File: src/rtl/lc3_control_unit.sv
// lc3_control_unit
// Moore control FSM for the LC-3 datapath. Sequences instruction fetch,
// decode and execution of ADD, AND, NOT, LD, ST, BR and LEA. TRAP halts the
// machine until reset, and every other opcode executes as a NOP.
//
// Ports:
//   i_CLK, i_RST_N        clock and synchronous active-low reset
//   i_IR[15:0]            instruction register (opcode [15:12], BR nzp [11:9])
//   i_N, i_Z, i_P         condition codes, used only in BR0
//   i_MEM_R               memory ready, completes the current access
//   o_LD_*                register load enables
//   o_GATE_*              bus drivers (at most one is high in any state)
//   o_ALUK, o_SR1MUX,
//   o_DRMUX, o_PCMUX,
//   o_MIO_EN              datapath mux selects
//   o_MEM_EN, o_MEM_WE    memory request and write strobe
//   o_HALTED              high in HALT
//   o_STATE[3:0]          current state encoding, for debug
module lc3_control_unit (
  input  logic        i_CLK,
  input  logic        i_RST_N,
  input  logic [15:0] i_IR,
  input  logic        i_N,
  input  logic        i_Z,
  input  logic        i_P,
  input  logic        i_MEM_R,
  output logic        o_LD_REG,
  output logic        o_LD_CC,
  output logic        o_LD_IR,
  output logic        o_LD_PC,
  output logic        o_LD_MAR,
  output logic        o_LD_MDR,
  output logic        o_GATE_ALU,
  output logic        o_GATE_PC,
  output logic        o_GATE_MDR,
  output logic        o_GATE_MARMUX,
  output logic [1:0]  o_ALUK,
  output logic [1:0]  o_SR1MUX,
  output logic [1:0]  o_DRMUX,
  output logic        o_PCMUX,
  output logic        o_MIO_EN,
  output logic        o_MEM_EN,
  output logic        o_MEM_WE,
  output logic        o_HALTED,
  output logic [3:0]  o_STATE
);

  typedef enum logic [3:0] {
    S_FETCH0 = 4'd0,  S_FETCH1 = 4'd1,  S_FETCH2 = 4'd2,  S_DECODE = 4'd3,
    S_ALU    = 4'd4,  S_LEA    = 4'd5,  S_LD0    = 4'd6,  S_LD1    = 4'd7,
    S_LD2    = 4'd8,  S_ST0    = 4'd9,  S_ST1    = 4'd10, S_ST2    = 4'd11,
    S_BR0    = 4'd12, S_BR1    = 4'd13, S_HALT   = 4'd14
  } state_t;

  state_t      state_q;
  state_t      state_d;
  logic [3:0]  opcode_s;
  logic        br_taken_s;
  // The offset field is consumed by the datapath's address adder, not here.
  logic        unused_ir_bits_s;

  assign opcode_s         = i_IR[15:12];
  assign br_taken_s       = (i_IR[11] & i_N) | (i_IR[10] & i_Z) | (i_IR[9] & i_P);
  assign unused_ir_bits_s = ^i_IR[8:0];

  // State register with synchronous active-low reset.
  always_ff @(posedge i_CLK) begin
    if (!i_RST_N) begin
      state_q <= S_FETCH0;
    end else begin
      state_q <= state_d;
    end
  end

  // Next-state logic.
  always_comb begin
    state_d = state_q;
    case (state_q)
      S_FETCH0: state_d = S_FETCH1;
      S_FETCH1: state_d = i_MEM_R ? S_FETCH2 : S_FETCH1;
      S_FETCH2: state_d = S_DECODE;
      S_DECODE: begin
        case (opcode_s)
          4'b0001, 4'b0101, 4'b1001: state_d = S_ALU;
          4'b0010: state_d = S_LD0;
          4'b0011: state_d = S_ST0;
          4'b0000: state_d = S_BR0;
          4'b1110: state_d = S_LEA;
          4'b1111: state_d = S_HALT;
          default: state_d = S_FETCH0;
        endcase
      end
      S_ALU:    state_d = S_FETCH0;
      S_LEA:    state_d = S_FETCH0;
      S_LD0:    state_d = S_LD1;
      S_LD1:    state_d = i_MEM_R ? S_LD2 : S_LD1;
      S_LD2:    state_d = S_FETCH0;
      S_ST0:    state_d = S_ST1;
      S_ST1:    state_d = S_ST2;
      S_ST2:    state_d = i_MEM_R ? S_FETCH0 : S_ST2;
      S_BR0:    state_d = br_taken_s ? S_BR1 : S_FETCH0;
      S_BR1:    state_d = S_FETCH0;
      S_HALT:   state_d = S_HALT;
      default:  state_d = S_FETCH0;
    endcase
  end

  // Moore output decode; reset forces every output low in the same cycle.
  always_comb begin
    o_LD_REG      = 1'b0;
    o_LD_CC       = 1'b0;
    o_LD_IR       = 1'b0;
    o_LD_PC       = 1'b0;
    o_LD_MAR      = 1'b0;
    o_LD_MDR      = 1'b0;
    o_GATE_ALU    = 1'b0;
    o_GATE_PC     = 1'b0;
    o_GATE_MDR    = 1'b0;
    o_GATE_MARMUX = 1'b0;
    o_ALUK        = 2'b00;
    o_SR1MUX      = 2'b00;
    o_DRMUX       = 2'b00;
    o_PCMUX       = 1'b0;
    o_MIO_EN      = 1'b0;
    o_MEM_EN      = 1'b0;
    o_MEM_WE      = 1'b0;
    o_HALTED      = 1'b0;
    o_STATE       = 4'd0;
    if (i_RST_N) begin
      o_STATE = state_q;
      case (state_q)
        S_FETCH0: begin
          o_GATE_PC = 1'b1;
          o_LD_MAR  = 1'b1;
          o_LD_PC   = 1'b1;
        end
        S_FETCH1, S_LD1: begin
          o_MEM_EN = 1'b1;
          o_MIO_EN = 1'b1;
          o_LD_MDR = 1'b1;
        end
        S_FETCH2: begin
          o_GATE_MDR = 1'b1;
          o_LD_IR    = 1'b1;
        end
        S_ALU: begin
          o_GATE_ALU = 1'b1;
          o_LD_REG   = 1'b1;
          o_LD_CC    = 1'b1;
          o_SR1MUX   = 2'b01;
          // ALU op follows the opcode still held in IR.
          case (opcode_s)
            4'b0101: o_ALUK = 2'b01;
            4'b1001: o_ALUK = 2'b10;
            default: o_ALUK = 2'b00;
          endcase
        end
        S_LEA: begin
          o_GATE_MARMUX = 1'b1;
          o_LD_REG      = 1'b1;
        end
        S_LD0, S_ST0: begin
          o_GATE_MARMUX = 1'b1;
          o_LD_MAR      = 1'b1;
        end
        S_LD2: begin
          o_GATE_MDR = 1'b1;
          o_LD_REG   = 1'b1;
          o_LD_CC    = 1'b1;
        end
        S_ST1: begin
          // Store data is passed through the ALU from SR = IR[11:9].
          o_SR1MUX   = 2'b00;
          o_ALUK     = 2'b11;
          o_GATE_ALU = 1'b1;
          o_LD_MDR   = 1'b1;
        end
        S_ST2: begin
          o_MEM_EN = 1'b1;
          o_MEM_WE = 1'b1;
        end
        S_BR1: begin
          o_LD_PC = 1'b1;
          o_PCMUX = 1'b1;
        end
        S_HALT: o_HALTED = 1'b1;
        default: o_STATE = state_q;
      endcase
    end else begin
      o_STATE = 4'd0;
    end
  end

endmodule
File: config.mk
export PLATFORM = sky130hd
export DESIGN_NAME = lc3_control_unit
export DESIGN_NICKNAME = d
export VERILOG_FILES = /design/src/rtl/lc3_control_unit.sv
export SDC_FILE = /design/constraint.sdc
export NUM_CORES = 1
export LEC_CHECK = 0
export CORE_MARGIN = 1.5
export CORE_UTILIZATION = 39
export CTS_CLUSTER_DIAMETER = 100
export DETAILED_ROUTE_END_ITERATION = 12
export GPL_ROUTABILITY_DRIVEN = 0
export PLACE_DENSITY = 0.89
export SYNTH_ARGS = -nofsm -noshare
export SYNTH_HDL_FRONTEND = slang
export SYNTH_SLANG_ARGS = --single-unit
File: constraint.sdc
create_clock -name i_CLK -period 3.4 [get_ports i_CLK]
set_input_delay 1.02 -clock i_CLK [delete_from_list [all_inputs] [get_ports i_CLK]]
set_output_delay 1.02 -clock i_CLK [all_outputs]
set_load 0.01 [all_outputs]
After elaboration in Yosys (flattened, before gate mapping)
Memories as Yosys holds them, arrays and structs flattened.
Cells that the tools add are included.
Widths: inputs -> output; s select.
Storage, ports and cells
  flip-flop bits (word level): 4
  ROM bits: 64
  output and inout port bits: 25
  logic and storage cells: 75
  memories kept: 1
Operators by class
  equality and inequality tests: 16
  multiplexer cells: 41
  bitwise gates (word level): 5
  reduce and logical (&&, ||, !) cells: 11
Memory list
  (no name shown): words 16, bits a word 4, read ports 1, clocked after memory_dff 0, write ports 0, RTL line 83  | case (opcode_s)
Operators with widths (count)
  $pmux 4 s11: 1
  $eq 4x4->1 const B: 8
  $mux 1: 32
  $eq 4x3->1 const B: 5
  $mux 4: 4
  $reduce_or 3->1: 5
  $reduce_or 2->1: 5
  $eq 4x2->1 const B: 2
  $pmux 2 s2: 2
  $eq 4x1->1 const B: 1
  $logic_not 4->1: 1
  $mux 2: 2
  $and 1x1->1: 3
  $or 1x1->1: 2

Longest topological paths before layout
  word-level depth: 5
  mapped depth: 6
  gate-level depth less buffers: 6

Least setup slack after synthesis
Ideal clock, no wire load.
  kind: input to output
  from: input i_RST_N
  to: output o_ALUK[0]
  arrival time: 1.889 ns
  data required time: 2.380 ns
  setup slack: 0.491 ns
  stages: 4
  path through: or3b_1 -> nor2_2 -> nand2_1 -> o21ai_1
Between the ends
  longest elaborated chain between the ends: 1
Ends and longest elaborated chain
  start, declared: RTL line 21  | input logic i_RST_N,
  $mux 2: RTL line 129  | if (i_RST_N) begin
  end, declared: RTL line 37  | output logic [1:0] o_ALUK,
No other way between the ends.

Worst setup path after layout
Same ends and word-level chain as after synthesis.

==> impl_metrics.py <==
metrics = {
    "timing": {
        "timing.final.crit_share_pct": 92.99,
        "worst_pin_slew_ps": 562.2,
        "final.setup_skew_ps": 2.704,
        "period_minus_slack_ps": 3162,
        "finalHoldViolations": 0,
        "rsz0062_at_grt": "false",
        "max_freq_ghz": 0.3163,
        "setup_viol": 0,
        "relSlewSlack_pct": 62.47,
        "finalMaxSlewViolations": 0,
        "setup_tns_ps": 0,
    },
    "grt": {
        "grt_max_degree": 18,
        "grt_pass1_wl_um": 3284,
        "overflow": 0,
        "gr-usage-all-layers_pct": 20.19,
        "grt_pass1_vias": 794,
        "antenna_found_initial": 0,
    },
    "worst_setup_path": {
        "crit_chain": "dlymetal6s2s_1 -> or3b_4 -> nor2_2 -> nand2_1 -> o21ai_1 -> clkdlybuf4s15_2",
        "r2r_start": "state_q[2]",
        "cp-start-kind": "primary input",
        "criticalPathCategory": "in2out",
        "rrSetupSlack_ps": 1750,
        "cp-startpoint": "i_RST_N",
        "endpoint_kind": "output port",
        "crit_fanout": 3,
        "crit_slowest_cell": "or3b_4",
        "arrival_ps": 2140,
        "worstPathRequired_ps": 2380,
        "timing.rr.end": "state_q[0]",
        "max_stage_delay_ps": 430,
        "reg2regPathDepth": 3,
        "crit_end": "o_ALUK[0]",
    },
    "status": {
        "outcome": "finished, final reports clean",
    },
    "route": {
        "first_iter_violations": 21,
        "wire_per_inst_um": 11.89,
        "drtAntennaViolNets": 0,
        "post-route-drc-count": 0,
        "first_pass_iters": 5,
        "routed_wl_um": 2092,
        "vias": 938,
        "viasPerCell": 5.330,
    },
    "power_and_ir_drop": {
        "seqPwrFrac_pct": 25.5,
        "vdd_drop_max_uv": 185.7,
        "leakage_nw": 0.5435,
        "power_switching_w": 0.00007003,
        "p_clk_share_pct": 25.6,
        "switching_share_pct": 32.45,
        "intPower_w": 0.0001457,
        "powerDensity_nw_per_um2": 184.2,
        "combPwrFrac_pct": 48.9,
    },
    "cts": {
        "clkSlewWorstSetupHoldPaths_ps": 30,
        "cts_made_buffers": 3,
        "cts_tree": "done",
        "cts_sinks": 4,
        "cts_max_level": 1,
        "root_buffer": "clkbuf_4",
        "clk_latency_ps": 230,
        "cts_max_path_buffers": 2,
        "holdBufCountCts": 0,
    },
    "logic_synthesis": {
        "yosysWarnings": 0,
        "syn_area_um2": 748.2,
        "yosysSeqAreaShare_pct": 10.70,
        "yosysUniqueCellTypes": 44,
        "syn_inst": 110,
        "syn_area_per_cell_um2": 6.802,
        "postSynth.asyncResetShare_pct": 0,
        "ys.flop_type": "dfxtp_1",
        "ys_ff_latch": 4,
        "synth_edf_count": 0,
    },
    "run": {
        "cap_violations": 0,
    },
    "cells_and_area": {
        "final_nets": 178,
        "drive_above_1_share_pct": 25.17,
        "reg_top3": "state_q (4)",
        "regMostFlops": "state_q",
        "post-route-cell-area_um2": 1171,
        "syn_to_final_growth_pct": 56.52,
        "largest_reg_flops": 4,
        "instances_no_fill": 176,
        "diodes": 0,
    },
    "placed_design": {
        "place_area_um2": 1152,
        "dpl.cell_count": 172,
        "dp_hpwl_um": 1638,
        "place.port_buffers": 34,
    },
    "floorplanning": {
        "start_util_pct": 42.41,
        "die_h_um": 46.80,
        "die_area_um2": 2190,
        "core-area_um2": 1764,
        "core.rowCount": 15,
        "fp.dieW_um": 46.80,
        "io_pins": 47,
    },
    "hold_path": {
        "min_path_type": "reg2reg",
    },
}
[per-layer routing]
layer | vias to the layer above | track usage, % | wire length, um
li1 | 466 | - | -
met1 | 430 | 24.02 | 919
met2 | 42 | 37.53 | 1068
met3 | 0 | 4.615 | 104
met4 | 0 | 2.778 | 0
met5 | - | 0 | 0
[cells in the final DEF, fill, tap and decap left out, types with 4 or more instances in the layout]
master,synthesis,final
and2_1,4,4
nor2_1,9,9
nor2b_1,6,5
buf_4,5,13
clkdlybuf4s50_1,0,16
o21ai_1,8,8
buf_2,7,6
dfxtp_1,4,4
nand2b_1,4,4
a21oi_1,5,5
dlygate4sd2_1,0,7
nand2_1,10,10
inv_1,4,4
[worst min path at each step]
stage / start / end / slack (ps) / depth (start not counted)
5_1_grt: state_q[0] / state_q[2] / 790 / 3
3_5_place_dp: state_q[0] / state_q[2] / 690 / 3
4_1_cts: state_q[0] / state_q[2] / 730 / 3
6_report: state_q[2] / state_q[2] / 750 / 2
3_3_place_gp: state_q[0] / state_q[2] / 680 / 3
2_1_floorplan: state_q[0] / state_q[2] / 560 / 3
[through the flow]
| step | hold slack, ps | setup slack [ps] | total power, W | util, % |
|---|---|---|---|---|
| finish | 751.7 | 238.2 | 0.0002158 | 66.38 |
| global route | 789.1 | 143.9 | 0.0002346 | 66.38 |
| CTS | 728.1 | -107.7 | 0.0002159 | 65.89 |
| detailed placement | 690.6 | -442.3 | 0.0001622 | 65.32 |
| global placement | 677.0 | -411.1 | 0.0001580 | 65.32 |
| floorplan | 559.8 | 490.7 | 0.0001123 | - |
[cell type report]
type                    instances  area [um2]
multi-input cells              92       605.6
fillers                       159       593.1
repair buffers                 48       416.7
flip-flops and latches          4       80.08
well taps                      25       31.28
clock buffers                   3       22.52
inverters                       4       15.01
[what timing repair did]
| action | in CTS | in global routing |
|---|---|---|
| setup endpoints to repair | 17 | 14 |
| pin swaps | 1 | 0 |
| gates resized for setup | 47 | 3 |
| buffers inserted | 1 | 0 |
[synth_stat cells, types with 2 or more instances]
library cell / count / share of area [%]
a21oi_1: 5 / 3.3
a31oi_1: 3 / 2.5
and2_1: 4 / 3.3
and3b_1: 2 / 2.3
buf_2: 7 / 4.7
buf_4: 5 / 5.0
dfxtp_1: 4 / 11
ha_1: 3 / 5.0
inv_1: 4 / 2.0
mux2i_1: 2 / 2.7
nand2_1: 10 / 5.0
nand2b_1: 4 / 3.3
nand3_1: 3 / 2.0
nand4_1: 2 / 1.7
nor2_1: 9 / 4.5
nor2b_1: 6 / 5.0
nor3_1: 2 / 1.3
o21ai_1: 8 / 5.4
or2_1: 2 / 1.7
[critical path, delay by kind of cell]
family / cells / cell delay, ps
AOI/OAI and AO/OA: 1 / 140
buffers and inverters: 2 / 370
and+or+nand+nor: 3 / 610
[power groups by stage]
stage / Sequential [W] / Clock, W / Combinational, W
detailed placement: 0.0000551 / 0 / 0.000107
global placement: 0.0000549 / 0 / 0.000103
CTS: 0.0000548 / 0.0000563 / 0.000105
floorplan: 0.0000517 / 0 / 0.0000606
global route: 0.0000554 / 0.0000638 / 0.000115
finish: 0.0000551 / 0.0000551 / 0.000106
[logic make-up after synthesis]
kind of cell / after synthesis / share of synthesized area [%]
AO/OA/AOI/OAI: 26 / 23.08
XOR/XNOR: 2 / 2.342
adder cells (fa/ha/maj): 3 / 5.017
buffers and inverters: 16 / 11.71
flip-flops: 4 / 10.70
multiplexers: 3 / 4.181
other: 1 / 0.5012
AND/OR/NAND/NOR: 55 / 42.48
Note: power is estimated with default switching activity, not from simulation.
